<file path="config.mk">
export PLATFORM = sky130hd
export DESIGN_NAME = uart_rx_ctrl
export DESIGN_NICKNAME = d
export VERILOG_FILES = /design/src/rtl/uart_pkg.sv /design/src/rtl/uart_rx_sync.sv /design/src/rtl/uart_rx_ctrl.sv
export SDC_FILE = /design/constraint.sdc
export NUM_CORES = 1
export LEC_CHECK = 0
export ABC_AREA = 1
export CAP_MARGIN = 20
export CORE_MARGIN = 4
export CORE_UTILIZATION = 30
export CTS_CLUSTER_DIAMETER = 150
export DETAILED_ROUTE_END_ITERATION = 7
export PLACE_DENSITY = 0.57
export SYNTH_ARGS = -nofsm -noshare
export SYNTH_HDL_FRONTEND = slang
export SYNTH_SLANG_ARGS = --single-unit
</file>
<file path="constraint.sdc">
create_clock -name clk -period 4.1 [get_ports clk]
set_input_delay 0.82 -clock clk [delete_from_list [all_inputs] [get_ports clk]]
set_output_delay 0.82 -clock clk [all_outputs]
set_load 0.01 [all_outputs]
</file>
<file path="src/rtl/uart_pkg.sv">
// uart_pkg: shared types and constants for the uart_rx path.
// Holds the receive FSM state encoding, the clock/baud constants that the
// external baud generator and benches use, and the parity helper.
package uart_pkg;

   typedef enum logic [2:0] {
      ST_IDLE   = 3'd0,
      ST_START  = 3'd1,
      ST_DATA   = 3'd2,
      ST_PARITY = 3'd3,
      ST_STOP   = 3'd4
   } uart_rx_state_e;

   localparam int CLK_HZ      = 32'd50_000_000;
   localparam int BAUD        = 32'd38400;
   // 50 MHz / 38400 = 1302.08, rounded to the nearest whole cycle.
   localparam int BIT_CYCLES  = (CLK_HZ + (BAUD / 32'd2)) / BAUD;
   localparam int HALF_CYCLES = BIT_CYCLES / 32'd2;

   // XOR of all bits; callers zero-extend narrower data into the 10-bit field.
   function automatic logic calc_parity(input logic [9:0] bits);
      calc_parity = ^bits;
   endfunction

endpackage

</file>
<file path="src/rtl/uart_rx_sync.sv">
// uart_rx_sync: two-flop synchroniser for the asynchronous serial line.
// Both flops reset to 1 so that an idle (high) line is seen right after reset
// and no spurious falling edge appears when reset releases.
module uart_rx_sync (
   input  logic clk,
   input  logic reset,
   input  logic d,
   output logic q
);

   logic meta_r;

   // Two-stage metastability filter, idle-high after reset.
   always_ff @(posedge clk) begin
      if (reset) begin
         meta_r <= 1'b1;
         q      <= 1'b1;
      end else begin
         meta_r <= d;
         q      <= meta_r;
      end
   end

endmodule

</file>
<file path="src/rtl/uart_rx_ctrl.sv">
// uart_rx_ctrl: UART receive sequencer.
// Detects the start bit on the synchronised line, steers the external baud
// generator through baud_restart, samples each bit on its mid-bit pulse,
// assembles LSB-first frames and hands bytes out over valid/ready with
// framing-error and overrun reporting.
// Optional feature macro: UART_RX_PARITY_EN adds a parity bit after the data
// bits, parameter PARITY_ODD and output parity_err.
module uart_rx_ctrl
   import uart_pkg::*;
#(
   parameter int DATA_BITS = 8,
   parameter int STOP_BITS = 1
`ifdef UART_RX_PARITY_EN
   ,
   parameter bit PARITY_ODD = 1'b0
`endif
) (
   input  logic                 clk,
   input  logic                 reset,
   input  logic                 rx,
   input  logic                 baud_pulse,
   output logic                 baud_restart,
   output logic [DATA_BITS-1:0] rx_data,
   output logic                 rx_valid,
   input  logic                 rx_ready,
   output logic                 frame_err,
   output logic                 overrun_err,
   output logic                 busy
`ifdef UART_RX_PARITY_EN
   ,
   output logic                 parity_err
`endif
);

   localparam logic [3:0] LAST_DATA = 4'(DATA_BITS - 1);
   localparam logic [3:0] LAST_STOP = 4'(STOP_BITS - 1);

   logic                 rx_s;
   logic                 rx_d_r;
   uart_rx_state_e       state_r;
   uart_rx_state_e       state_nxt_s;
   logic [3:0]           bit_cnt_r;
   logic [3:0]           bit_cnt_nxt_s;
   logic [DATA_BITS-1:0] shift_r;
   logic [DATA_BITS-1:0] shift_nxt_s;
   logic                 stop_bad_r;
   logic                 stop_bad_nxt_s;
   logic                 frame_end_s;
   logic                 frame_fail_s;
   logic                 deliver_s;
`ifdef UART_RX_PARITY_EN
   logic                 parity_bad_r;
   logic                 parity_bad_nxt_s;
   logic                 parity_fail_s;
`endif

   uart_rx_sync u_sync (
      .clk   (clk),
      .reset (reset),
      .d     (rx),
      .q     (rx_s)
   );

   // Next-state, bit counting and shift-register assembly for the frame.
   always_comb begin
      state_nxt_s    = state_r;
      bit_cnt_nxt_s  = bit_cnt_r;
      shift_nxt_s    = shift_r;
      stop_bad_nxt_s = stop_bad_r;
      frame_end_s    = 1'b0;
`ifdef UART_RX_PARITY_EN
      parity_bad_nxt_s = parity_bad_r;
`endif
      case (state_r)
         ST_IDLE: begin
            if (rx_d_r && !rx_s) begin
               state_nxt_s    = ST_START;
               bit_cnt_nxt_s  = 4'd0;
               stop_bad_nxt_s = 1'b0;
            end else begin
               state_nxt_s = ST_IDLE;
            end
         end
         ST_START: begin
            if (baud_pulse) begin
               if (!rx_s) begin
                  state_nxt_s   = ST_DATA;
                  bit_cnt_nxt_s = 4'd0;
               end else begin
                  // Line went back high by mid-start: a glitch, not a frame.
                  state_nxt_s = ST_IDLE;
               end
            end else begin
               state_nxt_s = ST_START;
            end
         end
         ST_DATA: begin
            if (baud_pulse) begin
               shift_nxt_s = {rx_s, shift_r[DATA_BITS-1:1]};
               if (bit_cnt_r == LAST_DATA) begin
                  bit_cnt_nxt_s = 4'd0;
`ifdef UART_RX_PARITY_EN
                  state_nxt_s   = ST_PARITY;
`else
                  state_nxt_s   = ST_STOP;
`endif
               end else begin
                  bit_cnt_nxt_s = bit_cnt_r + 4'd1;
               end
            end else begin
               state_nxt_s = ST_DATA;
            end
         end
         ST_PARITY: begin
`ifdef UART_RX_PARITY_EN
            if (baud_pulse) begin
               parity_bad_nxt_s = (calc_parity(10'(shift_r)) ^ rx_s) != PARITY_ODD;
               state_nxt_s      = ST_STOP;
               bit_cnt_nxt_s    = 4'd0;
            end else begin
               state_nxt_s = ST_PARITY;
            end
`else
            state_nxt_s = ST_IDLE;
`endif
         end
         ST_STOP: begin
            if (baud_pulse) begin
               stop_bad_nxt_s = stop_bad_r | ~rx_s;
               if (bit_cnt_r == LAST_STOP) begin
                  frame_end_s   = 1'b1;
                  state_nxt_s   = ST_IDLE;
                  bit_cnt_nxt_s = 4'd0;
               end else begin
                  bit_cnt_nxt_s = bit_cnt_r + 4'd1;
               end
            end else begin
               state_nxt_s = ST_STOP;
            end
         end
         default: begin
            state_nxt_s = ST_IDLE;
         end
      endcase
   end

   // Frame verdict at the last stop sample: framing beats parity, else deliver.
   always_comb begin
      deliver_s    = 1'b0;
      frame_fail_s = 1'b0;
`ifdef UART_RX_PARITY_EN
      parity_fail_s = 1'b0;
`endif
      if (frame_end_s) begin
         if (stop_bad_nxt_s) begin
            frame_fail_s = 1'b1;
`ifdef UART_RX_PARITY_EN
         end else if (parity_bad_r) begin
            parity_fail_s = 1'b1;
`endif
         end else begin
            deliver_s = 1'b1;
         end
      end else begin
         deliver_s = 1'b0;
      end
   end

   // State register, edge-detect delay and frame assembly registers.
   always_ff @(posedge clk) begin
      if (reset) begin
         state_r    <= ST_IDLE;
         rx_d_r     <= 1'b1;
         bit_cnt_r  <= 4'd0;
         shift_r    <= {DATA_BITS{1'b0}};
         stop_bad_r <= 1'b0;
`ifdef UART_RX_PARITY_EN
         parity_bad_r <= 1'b0;
`endif
      end else begin
         state_r    <= state_nxt_s;
         rx_d_r     <= rx_s;
         bit_cnt_r  <= bit_cnt_nxt_s;
         shift_r    <= shift_nxt_s;
         stop_bad_r <= stop_bad_nxt_s;
`ifdef UART_RX_PARITY_EN
         parity_bad_r <= parity_bad_nxt_s;
`endif
      end
   end

   // Registered outputs: generator control, busy, error pulses, holding register.
   always_ff @(posedge clk) begin
      if (reset) begin
         baud_restart <= 1'b1;
         busy         <= 1'b0;
         frame_err    <= 1'b0;
         overrun_err  <= 1'b0;
         rx_data      <= {DATA_BITS{1'b0}};
         rx_valid     <= 1'b0;
`ifdef UART_RX_PARITY_EN
         parity_err   <= 1'b0;
`endif
      end else begin
         baud_restart <= (state_nxt_s == ST_IDLE);
         busy         <= (state_nxt_s != ST_IDLE);
         frame_err    <= frame_fail_s;
         overrun_err  <= deliver_s && rx_valid && !rx_ready;
`ifdef UART_RX_PARITY_EN
         parity_err   <= parity_fail_s;
`endif
         if (deliver_s && (!rx_valid || rx_ready)) begin
            rx_data  <= shift_r;
            rx_valid <= 1'b1;
         end else if (deliver_s) begin
            // Holding register still owned by the consumer: the new byte is lost.
            rx_valid <= 1'b1;
         end else if (rx_valid && rx_ready) begin
            rx_valid <= 1'b0;
         end else begin
            rx_valid <= rx_valid;
         end
      end
   end

endmodule
</file>
# After elaboration in Yosys (flattened, before gate mapping)
# Cells that the tools add are included.
[word_totals] ff_bits=32
[op_classes] mux=28 reduce_logical=18 addsub=1 bitwise_logic=3 n_eq_ne=9
[op_table] operator="two-way mux 4 bit" count=7
[op_table] operator="case mux 4 bit (4 select lines)" count=1
[op_table] operator="two-way mux 3 bit" count=5
[op_table] operator="two-way mux 1 bit" count=12
[op_table] operator="case mux 3 bit (4 select lines)" count=1
[op_table] operator="!= test 2 bit (second input constant)" count=5
[op_table] operator="zero test 3 bit" count=2
[op_table] operator="AND reduction 6 bit" count=1
[op_table] operator="nonzero test 3 bit" count=2
[op_table] operator="logical AND 1 bit" count=5
[op_table] operator="adder 4 x 1 -> 4 bit (second input constant)" count=1
[op_table] operator="== test 4 x 3 -> 1 bit (second input constant)" count=1
[op_table] operator="zero test 4 bit" count=1
[op_table] operator="nonzero test 4 bit" count=1
[op_table] operator="== test 3 x 1 -> 1 bit (second input constant)" count=1
[op_table] operator="== test 3 x 2 -> 1 bit (second input constant)" count=1
[op_table] operator="== test 3 bit (second input constant)" count=1
[op_table] operator="zero test 1 bit" count=3
[op_table] operator="two-way mux 2 bit" count=1
[op_table] operator="inverter 1 bit" count=2
[op_table] operator="case mux 1 bit (2 select lines)" count=1
[op_table] operator="AND reduction 2 bit" count=1
[op_table] operator="OR reduction 2 bit" count=1
[op_table] operator="logical OR 1 bit" count=1
[op_table] operator="bitwise OR 1 bit" count=1

# Logic depth before layout (Yosys ltp)
# Gate-level depths: netlist of run 1.
[logic_depth] word_depth=8 depth_mapped=10 ltp_nobuf=9

# Modules after synthesis
# A second synthesis of run 1 with hierarchy kept.
[unflattened] cells_unflattened=204 area_unflattened_um2=1423.9
[by_module_without_submodules] mod="uart_rx_ctrl" area_per_inst_um2=1365.1 seq_area_each_um2=600.6 instances=1 cells_each=197
[by_module_without_submodules] mod="uart_rx_sync" area_per_inst_um2=58.8 seq_area_each_um2=40.0 instances=1 cells_each=7

# Least setup slack after synthesis of run 1
# OpenSTA, ideal clock, no wires.
[synth_path] path_type="input -> register" from="input baud_pulse" to="register rx_data[6]" setup_ps=114 path_buffers=1 path_stages=6 t_arrival_ps=1522 path_slack_ps=2464 cell_sequence="nand4_1 nor2_2 nand3_4 buf_6 nor2_1 nor2_2"
[synth_between] elab_chain_cells=5 word_cells_on_any_way=7
[synth_lines] item="start, declared" line_no="uart_rx_ctrl.sv:21" text="input logic baud_pulse,"
[synth_lines] item="two-way mux 1 bit" line_no="uart_rx_ctrl.sv:128" text="if (baud_pulse) begin"
[synth_lines] item="case mux 1 bit (2 select lines)" line_no="uart_rx_ctrl.sv:74" text="case (state_r)"
[synth_lines] item="two-way mux 1 bit" line_no="uart_rx_ctrl.sv:155" text="if (stop_bad_nxt_s) begin"
[synth_lines] item="two-way mux 1 bit (*)" line_no="uart_rx_ctrl.sv:154" text="if (frame_end_s) begin"
[synth_lines] item="logical AND 1 bit (*)" line_no="uart_rx_ctrl.sv:212" text="if (deliver_s && (!rx_valid || rx_ready)) begin"
[synth_lines] item="end signal, assigned" line_no="uart_rx_ctrl.sv:199" text="rx_data <= {DATA_BITS{1'b0}};"
[synth_lines] item="end signal, assigned" line_no="uart_rx_ctrl.sv:213" text="rx_data <= shift_r;"
[synth_lines] item="end, declared" line_no="uart_rx_ctrl.sv:23" text="output logic [DATA_BITS-1:0] rx_data,"
# Every way passes the cells marked *; elsewhere a longest branch is shown, timed or not.
# A chain may end at the register's enable or synchronous reset.

==> metrics.txt, run 1 <==
# TYPE chip_impl_metric gauge
chip_impl_info{name="path_delay_family",value="buffers and inverters"} 1
chip_impl_metric{name="numPlacedInstances",unit=""} 282
chip_impl_metric{name="path_max_fanout",unit=""} 19
chip_impl_metric{name="placeableCoreArea",unit="sq mm"} 0.004723
chip_impl_info{name="clockRootBuffer",value="sky130_fd_sc_hd__clkbuf_8"} 1
chip_impl_metric{name="switching_share",unit="%"} 20.78
chip_impl_metric{name="grt_pass1_vias",unit=""} 1099
chip_impl_info{name="tritoncts",value="done"} 1
chip_impl_metric{name="initialDrtViolationCount",unit=""} 59
chip_impl_metric{name="ys_ff_latch",unit=""} 32
chip_impl_metric{name="post-route-drc-count",unit=""} 0
chip_impl_metric{name="fin_area",unit="sq mm"} 0.001780
chip_impl_metric{name="yosys_warnings",unit=""} 0
chip_impl_metric{name="final_net_count",unit=""} 229
chip_impl_metric{name="grt_antenna_before_repair",unit=""} 0
chip_impl_metric{name="num_vias",unit=""} 1214
chip_impl_metric{name="clock_insertion_delay_worst_skew",unit="ps"} 280
chip_impl_metric{name="globalRouteMet2Util",unit="%"} 14.30
chip_impl_metric{name="clock_power_share",unit="%"} 42.9
chip_impl_metric{name="vdd_ir_drop_max",unit="mV"} 0.2027
chip_impl_metric{name="globalplace.congestion",unit=""} 0.7807
chip_impl_metric{name="clk_transition_reported_paths",unit="ps"} 60
chip_impl_metric{name="finalHoldWorstSlack",unit="ps"} 416.1
chip_impl_metric{name="drt-total-wl",unit="um"} 2811
chip_impl_metric{name="die-width",unit="um"} 77.98
chip_impl_metric{name="maxSlewHeadroom",unit="%"} 66.28
chip_impl_metric{name="placed_area",unit="sq mm"} 0.001684
chip_impl_metric{name="p_seq_share",unit="%"} 52.8
chip_impl_metric{name="cts_made_buffers",unit=""} 5
chip_impl_metric{name="ctsHtreeMaxLevel",unit=""} 2
chip_impl_metric{name="internal-power",unit="uW"} 472.7
chip_impl_metric{name="postSynthAreaPerCell",unit="sq um"} 7.236
chip_impl_info{name="endpoint_kind",value="flip-flop"} 1
chip_impl_info{name="worstSetupStartpointType",value="primary input"} 1
chip_impl_info{name="hp-class",value="flip-flop to flip-flop"} 1
chip_impl_metric{name="postSynthNetCount",unit=""} 210
chip_impl_metric{name="highest_clock_rate",unit="MHz"} 435.5
chip_impl_metric{name="antenna_violating_nets_post_route",unit=""} 0
chip_impl_metric{name="max_stage_delay",unit="ps"} 790
chip_impl_metric{name="cts_resized",unit=""} 0
chip_impl_metric{name="slew_violations",unit=""} 0
chip_impl_metric{name="avgViaCountPerCell",unit=""} 4.201
chip_impl_info{name="status",value="complete, no violations"} 1
chip_impl_metric{name="fp.dieArea",unit="sq mm"} 0.006080
chip_impl_metric{name="count_of_input_and_output_buffers",unit=""} 17
chip_impl_metric{name="pwr-share-comb",unit="%"} 4.2
chip_impl_metric{name="grt_pass1_wl",unit="um"} 4885
chip_impl_metric{name="finalHoldViolations",unit=""} 0
chip_impl_metric{name="cts-hold-fix-buffers",unit=""} 0
chip_impl_metric{name="post-route-min-period",unit="ps"} 2296
chip_impl_info{name="crit_path_cell_trace",value="clkdlybuf4s50_1 -> clkinv_1 -> nand2_1 -> nand2_1"} 1
chip_impl_info{name="critical_path_class",value="primary input to flip-flop"} 1
chip_impl_metric{name="io_pins",unit=""} 18
chip_impl_metric{name="grt_start_max_net_pins",unit=""} 20
chip_impl_metric{name="global_route.usage.met1",unit="%"} 13.66
chip_impl_info{name="master_of_the_slowest_instance_on_the_critical_path",value="sky130_fd_sc_hd__clkdlybuf4s50_1"} 1
chip_impl_metric{name="area_delta_synth_final",unit="%"} 21.21
chip_impl_metric{name="yosysSeqAreaShare",unit="%"} 43.61
chip_impl_metric{name="power_dissipated_by_switching_net_loads",unit="uW"} 124.0
chip_impl_metric{name="crit_path_buffers_inverters",unit=""} 2
chip_impl_metric{name="worst_clock_skew",unit="ps"} 4.098
chip_impl_metric{name="fp-row-count",unit=""} 25
chip_impl_metric{name="finalNonFillerCells",unit=""} 289
chip_impl_metric{name="number_of_unique_standard_cell_types_used_by_synthesis",unit=""} 27
chip_impl_metric{name="setup-tns-final",unit="ps"} 0
chip_impl_metric{name="crit_required",unit="ps"} 4270
chip_impl_metric{name="gr-usage-met3",unit="%"} 3.248
chip_impl_metric{name="post-dp-hpwl",unit="um"} 2008
chip_impl_metric{name="fin_util",unit="%"} 37.70
chip_impl_metric{name="dieHeight",unit="um"} 77.98
chip_impl_info{name="cp_common_cell",value="sky130_fd_sc_hd__nand2_1"} 1
chip_impl_metric{name="grt.total_usage",unit="%"} 10.13
chip_impl_info{name="grt_most_used_layer",value="met2"} 1
chip_impl_metric{name="initial_util",unit="%"} 31.10
chip_impl_metric{name="drt-pass1-iter-count",unit=""} 4
chip_impl_metric{name="max_slew.worst_pin.slew",unit="ps"} 504.3
chip_impl_metric{name="post-cts-setup-buffers",unit=""} 0
chip_impl_metric{name="critical_path_arrival",unit="ps"} 2470
chip_impl_metric{name="syn-instance-count",unit=""} 203
chip_impl_metric{name="average_wire_length_per_cell_after_detail_routing",unit="um"} 9.727
chip_impl_metric{name="leakage",unit="nW"} 0.7580
chip_impl_metric{name="setup-violations-final",unit=""} 0
chip_impl_metric{name="number_of_maximum_capacitance_constraint_violations",unit=""} 0
chip_impl_info{name="grt_setup_unrepaired",value="no"} 1
chip_impl_metric{name="power_per_cell_area",unit="mW/mm^2"} 335.1
chip_impl_metric{name="cts.path.max_buffers",unit=""} 2
chip_impl_metric{name="layout-drive-gt1-share",unit="%"} 11.26
chip_impl_metric{name="post-route-period-util",unit="%"} 56.00
chip_impl_metric{name="synth.cell_area",unit="sq mm"} 0.001469
chip_impl_metric{name="clock_sinks",unit=""} 32
chip_impl_metric{name="overflow",unit=""} 0
chip_impl_metric{name="insertedDiodeCount",unit=""} 0
power by group through the flow:
stage / logic, mW / registers [mW] / clock network [mW]
final: 0.0252 / 0.315 / 0.256
after global routing: 0.0284 / 0.315 / 0.280
after CTS: 0.0252 / 0.315 / 0.266
after detailed placement: 0.0251 / 0.322 / 0
after global placement: 0.0250 / 0.322 / 0
after floorplan: 0.0167 / 0.321 / 0
through the flow:
step | setup slack [ps] | power, mW
after floorplan | 2464 | 0.3382
after CTS | 1834 | 0.6063
after detailed placement | 1537 | 0.3474
final | 1804 | 0.5967
after global routing | 1616 | 0.6235
after global placement | 1556 | 0.3473
cells by family after synthesis:
kind of cell             after synthesis  share of synthesized area (%)
AND/OR/NAND/NOR                      102                          32.62
buffers and inverters                 36                          10.56
flip-flops                            32                          43.61
AO/OA/AOI/OAI                         31                          11.50
adder cells (fa/ha/maj)                2                          1.703
registers in the layout (all words and copies together), names as in the netlist:
name	count
rx_d_r	1
u_sync.meta_r	1
rx_data	8
state_r	3
stop_bad_r	1
frame_err	1
overrun_err	1
shift_r	8
rx_valid	1
busy	1
baud_restart	1
bit_cnt_r	4
u_sync.q	1
final cells by class:
type	instances	area (sq um)
Fill cell	498	2943
Multi-Input combinational cell	135	673.1
Tap cell	67	83.83
Timing Repair Buffer	17	170.2
Inverter	31	116.4
Sequential cell	32	640.6
Clock buffer	7	96.34
cells in the final DEF (no fill, tap or decap), types with 3 or more instances in the layout:
cell	n
sky130_fd_sc_hd__nor2_4	3
sky130_fd_sc_hd__inv_2	3
sky130_fd_sc_hd__nor2_2	4
sky130_fd_sc_hd__or2_2	3
sky130_fd_sc_hd__a21oi_1	15
sky130_fd_sc_hd__nor2_1	23
sky130_fd_sc_hd__clkbuf_8	7
sky130_fd_sc_hd__clkdlybuf4s50_1	17
sky130_fd_sc_hd__nand2_1	45
sky130_fd_sc_hd__nand3_1	15
sky130_fd_sc_hd__o21ai_1	5
sky130_fd_sc_hd__inv_1	27
sky130_fd_sc_hd__nand4_1	3
sky130_fd_sc_hd__dfxtp_1	32
sky130_fd_sc_hd__o21ai_0	8
routing by layer:
layer  wire length [um]  up-vias
met1               1496      510
met5                  0        -
li1                   -      679
met2               1148       20
met4                 50        0
met3                116        5
worst paths after layout:
kind / startpoint / endpoint / slack [ps] / cells after the start
setup reg to reg: bit_cnt_r[0] / rx_data[7] / 2520 / 7
hold reg to reg: u_sync.meta_r / u_sync.q / 420 / 1
setup / recovery: reset / busy / 1800 / 4
hold / removal: u_sync.meta_r / u_sync.q / 420 / 1
synthesized netlist by cell type (all sizes together):
cell	instances	area, sq um
o21ai	13	65.06
inv	30	112.6
buf	4	35.03
dfxtp	32	640.6
clkinv	1	3.750
a21oi	15	75.07
a21o	1	7.510
nor4	1	6.260
o22ai	1	6.260
nand3	16	92.59
ha	2	25.02
nor3	1	5.000
clkbuf	1	3.750
nand4	3	18.77
nand2	48	192.7
nor2	30	145.1
or2	3	18.77
a221oi	1	15.01
No activity file was read; power rests on OpenSTA's default activity.
==> run 2: changes to the inputs <==
--- a/config.mk
+++ b/config.mk
@@ -11,7 +11,7 @@
 export CORE_UTILIZATION = 30
 export CTS_CLUSTER_DIAMETER = 150
 export DETAILED_ROUTE_END_ITERATION = 7
-export PLACE_DENSITY = 0.57
+export PLACE_DENSITY = 0.59
 export SYNTH_ARGS = -nofsm -noshare
 export SYNTH_HDL_FRONTEND = slang
 export SYNTH_SLANG_ARGS = --single-unit
==> constraint.sdc (replaced) <==
create_clock -name clk -period 2 [get_ports clk]
set_input_delay 0.4 -clock clk [delete_from_list [all_inputs] [get_ports clk]]
set_output_delay 0.4 -clock clk [all_outputs]
set_load 0.01 [all_outputs]
==> metrics.txt, run 2 (synthesis results as in run 1) <==
# TYPE chip_impl_metric gauge
chip_impl_info{name="status",value="complete, no violations"} 1
chip_impl_metric{name="clk_transition_reported_paths",unit="ps"} 60
chip_impl_metric{name="maxSlewHeadroom",unit="%"} 74.67
chip_impl_info{name="crit_start",value="baud_pulse"} 1
chip_impl_metric{name="register_area",unit="sq um"} 640.6
chip_impl_info{name="worstSetupStartpointType",value="primary input"} 1
chip_impl_metric{name="r2r.worst_path.cells",unit=""} 7
chip_impl_metric{name="fp.dieArea",unit="sq mm"} 0.006080
chip_impl_info{name="clockRootBuffer",value="sky130_fd_sc_hd__clkbuf_8"} 1
chip_impl_info{name="worst_r2r_endpoint",value="baud_restart"} 1
chip_impl_metric{name="grt_antenna_before_repair",unit=""} 0
chip_impl_info{name="worstHoldEndpoint",value="u_sync.q"} 1
chip_impl_metric{name="power_per_cell_area",unit="mW/mm^2"} 718.8
chip_impl_metric{name="antenna_violating_nets_post_route",unit=""} 0
chip_impl_metric{name="number_of_maximum_capacitance_constraint_violations",unit=""} 0
chip_impl_info{name="cp_common_cell",value="sky130_fd_sc_hd__nor2_2"} 1
chip_impl_metric{name="dieHeight",unit="um"} 77.98
chip_impl_metric{name="initialDrtViolationCount",unit=""} 76
chip_impl_info{name="top_layer_used",value="met4"} 1
chip_impl_info{name="crit_path_cell_trace",value="clkdlybuf4s50_1 -> nand4_1 -> nor2_2 -> nand3_4 -> nor2_1 -> nor2_2"} 1
chip_impl_metric{name="grt_pass1_wl",unit="um"} 4657
chip_impl_metric{name="cts_resized",unit=""} 0
chip_impl_info{name="critical_path_class",value="primary input to flip-flop"} 1
chip_impl_metric{name="filler_cell_count",unit=""} 516
chip_impl_metric{name="worst_clock_skew",unit="ps"} 3.425
chip_impl_metric{name="max_slew.worst_pin.slew",unit="ps"} 379.4
chip_impl_metric{name="setup-violations-final",unit=""} 0
chip_impl_info{name="path_delay_family",value="simple AND/OR/NAND/NOR gates"} 1
chip_impl_metric{name="drt-total-wl",unit="um"} 2761
chip_impl_metric{name="slew_violations",unit=""} 0
chip_impl_metric{name="post-route-min-period",unit="ps"} 1588
chip_impl_metric{name="clock_sinks",unit=""} 32
chip_impl_metric{name="grt_start_max_net_pins",unit=""} 20
chip_impl_metric{name="overflow",unit=""} 0
chip_impl_metric{name="vdd_ir_drop_max",unit="mV"} 0.3289
chip_impl_metric{name="globalplace.congestion",unit=""} 0.7765
chip_impl_metric{name="grt_pass1_vias",unit=""} 1062
chip_impl_metric{name="crit_path_buffers_inverters",unit=""} 1
chip_impl_metric{name="ctsHtreeMaxLevel",unit=""} 2
chip_impl_metric{name="cts.path.max_buffers",unit=""} 2
chip_impl_info{name="mostFrequentLayoutCell",value="sky130_fd_sc_hd__nand2_1"} 1
chip_impl_metric{name="leakage",unit="nW"} 0.7773
chip_impl_metric{name="post-dp-hpwl",unit="um"} 1994
chip_impl_metric{name="critical_path_arrival",unit="ps"} 1760
chip_impl_metric{name="drt-pass1-iter-count",unit=""} 4
chip_impl_metric{name="max_stage_delay",unit="ps"} 580
chip_impl_metric{name="initial_util",unit="%"} 31.10
chip_impl_info{name="layout_common_cells",value="sky130_fd_sc_hd__nand2_1, sky130_fd_sc_hd__dfxtp_1, sky130_fd_sc_hd__inv_1"} 1
chip_impl_metric{name="clock_insertion_delay_worst_skew",unit="ps"} 280
chip_impl_info{name="hp-class",value="flip-flop to flip-flop"} 1
chip_impl_info{name="tritoncts",value="done"} 1
chip_impl_metric{name="setup-tns-final",unit="ps"} 0
chip_impl_metric{name="area_delta_synth_final",unit="%"} 23.51
chip_impl_metric{name="insertedDiodeCount",unit=""} 0
chip_impl_info{name="hold_path_startpoint",value="u_sync.meta_r"} 1
chip_impl_metric{name="placeableCoreArea",unit="sq mm"} 0.004723
chip_impl_metric{name="highest_clock_rate",unit="MHz"} 629.8
chip_impl_metric{name="post-cts-setup-buffers",unit=""} 0
chip_impl_metric{name="whs_path_depth",unit=""} 1
chip_impl_metric{name="avgViaCountPerCell",unit=""} 4.205
chip_impl_metric{name="cts-hold-fix-buffers",unit=""} 0
chip_impl_metric{name="finalNonFillerCells",unit=""} 293
chip_impl_metric{name="post-route-drc-count",unit=""} 0
chip_impl_info{name="master_of_the_slowest_instance_on_the_critical_path",value="sky130_fd_sc_hd__clkdlybuf4s50_1"} 1
chip_impl_info{name="reg_top3",value="rx_data: 8 flops, shift_r: 8 flops, bit_cnt_r: 4 flops"} 1
chip_impl_info{name="reg2reg_from",value="state_r[1]"} 1
chip_impl_metric{name="count_of_input_and_output_buffers",unit=""} 17
chip_impl_metric{name="met3_wire_length",unit="um"} 119
chip_impl_metric{name="num_vias",unit=""} 1232
chip_impl_metric{name="die-width",unit="um"} 77.98
chip_impl_info{name="grt_setup_unrepaired",value="no"} 1
chip_impl_metric{name="io_pins",unit=""} 18
chip_impl_metric{name="numPlacedInstances",unit=""} 285
chip_impl_metric{name="routed-wl-met2",unit="um"} 1181
chip_impl_metric{name="grt.total_usage",unit="%"} 9.612
chip_impl_metric{name="finalHoldViolations",unit=""} 0
chip_impl_info{name="endpoint_kind",value="flip-flop"} 1
chip_impl_metric{name="cts_made_buffers",unit=""} 5
chip_impl_metric{name="crit_required",unit="ps"} 2180
chip_impl_metric{name="average_wire_length_per_cell_after_detail_routing",unit="um"} 9.423
chip_impl_metric{name="detail_route.wirelength.met1",unit="um"} 1408
chip_impl_metric{name="post-route-period-util",unit="%"} 79.39
chip_impl_metric{name="fp-row-count",unit=""} 25
chip_impl_metric{name="combined_area_of_the_multi_input_logic_cells",unit="sq um"} 673.1
chip_impl_metric{name="register_to_register_path_setup_slack",unit="ps"} 460
chip_impl_metric{name="final_net_count",unit=""} 232
chip_impl_metric{name="path_max_fanout",unit=""} 16
chip_impl_metric{name="layout-drive-gt1-share",unit="%"} 12.39
-- run 2: report_power, final --
part	switching, mW	internal, mW	leakage (nW)
Sequential	0.00369	0.642	0.259
Combinational	0.0305	0.0243	0.464
Clock	0.234	0.369	0.0552
Total	0.268	1.04	0.777
-- run 2: cell type report --
| cell class | instances | share of cell area, % |
|---|---|---|
| multi-input cells | 135 | 37.10 |
| flip-flops and latches | 32 | 35.31 |
| repair buffers | 20 | 10.62 |
| inverters | 31 | 6.414 |
| well taps | 67 | 4.621 |
| clock buffers | 6 | 4.000 |
| clock inverters | 2 | 1.931 |
-- run 2: worst register-to-register path, cell delays in order, from the launching register on --
cell and delay (ps):
sky130_fd_sc_hd__dfxtp_1 490, sky130_fd_sc_hd__nand2_2 110, sky130_fd_sc_hd__nor2_4 210, sky130_fd_sc_hd__nand2_2 230
sky130_fd_sc_hd__o21ai_1 210, sky130_fd_sc_hd__inv_2 50, sky130_fd_sc_hd__nand2_1 70, sky130_fd_sc_hd__o21ai_1 60
-- run 2: how the worst max path moves through the flow --
| stage | end | slack (ps) | depth (start not counted) |
|---|---|---|---|
| after floorplan | rx_data[6] | 610 | 8 |
| after global placement | rx_data[6] | 110 | 6 |
| after detailed placement | rx_data[6] | 90 | 6 |
| after CTS | rx_data[6] | 390 | 6 |
| after global routing | rx_data[5] | 260 | 6 |
| final | rx_data[6] | 410 | 6 |
-- run 2: layer usage --
metal | global-route usage [%] | vias up
met5 | 0 | -
met3 | 3.364 | 6
met4 | 4.196 | 0
li1 | - | 682
met1 | 12.29 | 527
met2 | 14.55 | 17
-- run 2: through the flow --
step / power (mW) / util (%) / cell area (sq um) / setup slack (ps) / hold slack (ps)
2_1_floorplan: 0.6932 / - / 1469 / 612.2 / 389.5
3_3_place_gp: 0.7161 / 36.13 / 1707 / 114.8 / 392.4
3_5_place_dp: 0.7163 / 36.13 / 1707 / 94.85 / 395.0
4_1_cts: 1.321 / 38.41 / 1814 / 388.2 / 411.0
5_1_grt: 1.363 / 38.41 / 1814 / 255.7 / 423.8
6_report: 1.304 / 38.41 / 1814 / 412.2 / 410.5
==> run 3: changes to the inputs <==
--- a/config.mk
+++ b/config.mk
@@ -11,7 +11,7 @@
 export CORE_UTILIZATION = 30
 export CTS_CLUSTER_DIAMETER = 150
 export DETAILED_ROUTE_END_ITERATION = 7
-export PLACE_DENSITY = 0.59
+export PLACE_DENSITY = 0.57
 export SYNTH_ARGS = -nofsm -noshare
 export SYNTH_HDL_FRONTEND = slang
 export SYNTH_SLANG_ARGS = --single-unit
==> constraint.sdc (replaced) <==
create_clock -name clk -period 1.55 [get_ports clk]
set_input_delay 0.31 -clock clk [delete_from_list [all_inputs] [get_ports clk]]
set_output_delay 0.31 -clock clk [all_outputs]
set_load 0.01 [all_outputs]
==> metrics.txt, run 3 (synthesis results as in run 1) <==
# TYPE chip_impl_metric gauge
chip_impl_metric{name="worst_clock_skew",unit="ps"} 6.359
chip_impl_metric{name="globalplace.congestion",unit=""} 0.7870
chip_impl_info{name="critical_path_class",value="flip-flop to primary output"} 1
chip_impl_metric{name="maxSlewHeadroom",unit="%"} 79.18
chip_impl_metric{name="grt.total_usage",unit="%"} 10.43
chip_impl_metric{name="overflow",unit=""} 0
chip_impl_metric{name="path_max_fanout",unit=""} 2
chip_impl_metric{name="post-route-min-period",unit="ps"} 1466
chip_impl_metric{name="clock_insertion_delay_worst_skew",unit="ps"} 280
chip_impl_metric{name="layout-drive-gt1-share",unit="%"} 19.92
chip_impl_metric{name="register_to_register_path_setup_slack",unit="ps"} 100
chip_impl_metric{name="io_pins",unit=""} 18
chip_impl_info{name="tritoncts",value="done"} 1
chip_impl_metric{name="initial_util",unit="%"} 31.10
chip_impl_metric{name="vdd_ir_drop_max",unit="mV"} 0.3968
chip_impl_metric{name="antenna_violating_nets_post_route",unit=""} 0
chip_impl_metric{name="max_slew.worst_pin.slew",unit="ps"} 311.9
chip_impl_metric{name="final_net_count",unit=""} 242
chip_impl_info{name="layout_common_cells",value="sky130_fd_sc_hd__nand2_1, sky130_fd_sc_hd__dfxtp_1, sky130_fd_sc_hd__inv_1"} 1
chip_impl_info{name="critPathCapture",value="rx_data[6]"} 1
chip_impl_info{name="hp-class",value="flip-flop to flip-flop"} 1
chip_impl_metric{name="grt_start_max_net_pins",unit=""} 20
chip_impl_info{name="reg2reg_from",value="state_r[1]"} 1
chip_impl_info{name="status",value="complete, no violations"} 1
chip_impl_metric{name="fp-row-count",unit=""} 25
chip_impl_info{name="worst_r2r_endpoint",value="state_r[2]"} 1
chip_impl_metric{name="combined_area_of_the_multi_input_logic_cells",unit="sq um"} 718.2
chip_impl_metric{name="filler_cell_count",unit=""} 486
chip_impl_metric{name="grt_antenna_before_repair",unit=""} 0
chip_impl_metric{name="cts_made_buffers",unit=""} 5
chip_impl_info{name="mostFrequentLayoutCell",value="sky130_fd_sc_hd__nand2_1"} 1
chip_impl_metric{name="r2r.worst_path.cells",unit=""} 7
chip_impl_metric{name="critical_path_arrival",unit="ps"} 1160
chip_impl_metric{name="crit_path_buffers_inverters",unit=""} 1
chip_impl_info{name="reg_top3",value="rx_data: 8 flops, shift_r: 8 flops, bit_cnt_r: 4 flops"} 1
chip_impl_metric{name="avgViaCountPerCell",unit=""} 4.182
chip_impl_info{name="worstSetupStartpointType",value="flip-flop"} 1
chip_impl_metric{name="number_of_maximum_capacitance_constraint_violations",unit=""} 0
chip_impl_metric{name="slew_violations",unit=""} 0
chip_impl_metric{name="post-route-period-util",unit="%"} 94.58
chip_impl_metric{name="insertedDiodeCount",unit=""} 0
chip_impl_metric{name="post-cts-setup-buffers",unit=""} 0
chip_impl_metric{name="post-dp-hpwl",unit="um"} 2151
chip_impl_metric{name="drt-total-wl",unit="um"} 3022
chip_impl_metric{name="fin_util",unit="%"} 41.30
chip_impl_metric{name="power_per_cell_area",unit="mW/mm^2"} 868.1
chip_impl_info{name="crit_start",value="rx_data[6]"} 1
chip_impl_metric{name="finalHoldViolations",unit=""} 0
chip_impl_metric{name="clock_sinks",unit=""} 32
chip_impl_metric{name="grt_pass1_wl",unit="um"} 5126
chip_impl_metric{name="die-width",unit="um"} 77.98
chip_impl_metric{name="cts.path.max_buffers",unit=""} 2
chip_impl_metric{name="count_of_input_and_output_buffers",unit=""} 17
chip_impl_metric{name="fp.dieArea",unit="sq mm"} 0.006080
chip_impl_metric{name="leakage",unit="nW"} 0.8345
chip_impl_info{name="clockRootBuffer",value="sky130_fd_sc_hd__clkbuf_8"} 1
chip_impl_info{name="endpoint_kind",value="primary output"} 1
chip_impl_metric{name="placeableCoreArea",unit="sq mm"} 0.004723
chip_impl_info{name="crit_path_cell_trace",value="clkdlybuf4s50_1"} 1
chip_impl_metric{name="num_vias",unit=""} 1267
chip_impl_metric{name="initialDrtViolationCount",unit=""} 52
chip_impl_metric{name="area_delta_synth_final",unit="%"} 32.79
chip_impl_metric{name="finalHoldWorstSlack",unit="ps"} 417.4
chip_impl_info{name="master_of_the_slowest_instance_on_the_critical_path",value="sky130_fd_sc_hd__clkdlybuf4s50_1"} 1
chip_impl_metric{name="drt-pass1-iter-count",unit=""} 4
chip_impl_info{name="path_delay_family",value="buffers and inverters"} 1
chip_impl_metric{name="highest_clock_rate",unit="MHz"} 682.1
chip_impl_metric{name="crit_required",unit="ps"} 1240
chip_impl_metric{name="max_stage_delay",unit="ps"} 540
chip_impl_metric{name="setup-violations-final",unit=""} 0
chip_impl_metric{name="dieHeight",unit="um"} 77.98
chip_impl_metric{name="ctsHtreeMaxLevel",unit=""} 2
chip_impl_metric{name="average_wire_length_per_cell_after_detail_routing",unit="um"} 9.974
chip_impl_metric{name="cp_num_cells",unit=""} 1
chip_impl_metric{name="register_area",unit="sq um"} 646.9
chip_impl_metric{name="grt_pass1_vias",unit=""} 1140
chip_impl_metric{name="post-route-drc-count",unit=""} 0
chip_impl_metric{name="clk_transition_reported_paths",unit="ps"} 70
run 3: changes by cell type in the layout (fill, tap and decap cells not counted), sizes merged:
| cell | before | now |
|---|---|---|
| clkdlybuf4s50 | 17 | 16 |
| nand3 | 16 | 17 |
| dlymetal6s2s | 0 | 1 |
| buf | 3 | 12 |
run 3: area by class of cell:
| type | count | share of cell area, % |
|---|---|---|
| multi-input combinational | 136 | 36.82 |
| timing repair buffer | 29 | 14.11 |
| clock buffer | 6 | 3.720 |
| sequential | 32 | 33.16 |
| inverter | 31 | 6.094 |
| clock inverter | 2 | 1.796 |
| tap | 67 | 4.298 |
run 3: worst min path at each step:
| stage | start | endpoint | slack, ps | depth (start not counted) |
|---|---|---|---|---|
| CTS | u_sync.meta_r | u_sync.q | 420 | 1 |
| floorplan | reset | frame_err | 390 | 1 |
| finish | u_sync.meta_r | u_sync.q | 420 | 1 |
| detailed placement | u_sync.meta_r | u_sync.q | 410 | 1 |
| global placement | u_sync.meta_r | u_sync.q | 390 | 1 |
| global route | u_sync.meta_r | u_sync.q | 420 | 1 |
run 3: report_power, final:
group,switching [mW],total [mW],internal (mW)
Clock,0.303,0.779,0.477
Combinational,0.0432,0.0818,0.0386
Sequential,0.00508,0.832,0.827
run 3: stage by stage:
step	std cells	setup WS, ps	setup TNS [ps]	total power, mW	instance area [sq um]
floorplan	203	162.2	0	0.8945	1469
global placement	294	-141.8	-1636	0.9341	1787
global route	303	-1.240	-1.240	1.760	1951
finish	303	83.97	0	1.693	1951
detailed placement	294	-166.2	-2083	0.9350	1787
CTS	302	59.21	0	1.715	1894
run 3: per-layer routing:
metal	up-vias	global-route usage, %	share of wire, %
met5	-	0	0
met4	0	3.671	1.5
met3	5	3.712	4.6
met2	24	15.41	41
met1	531	13.97	52
li1	707	-	-
run 3: timing repair:
item | 4_1_cts | 5_1_grt
hold endpoints to repair | 0 | 0
hold buffers | 0 | 0
resized for setup | 0 | 15
endpoints found under the setup margin | 0 | 9
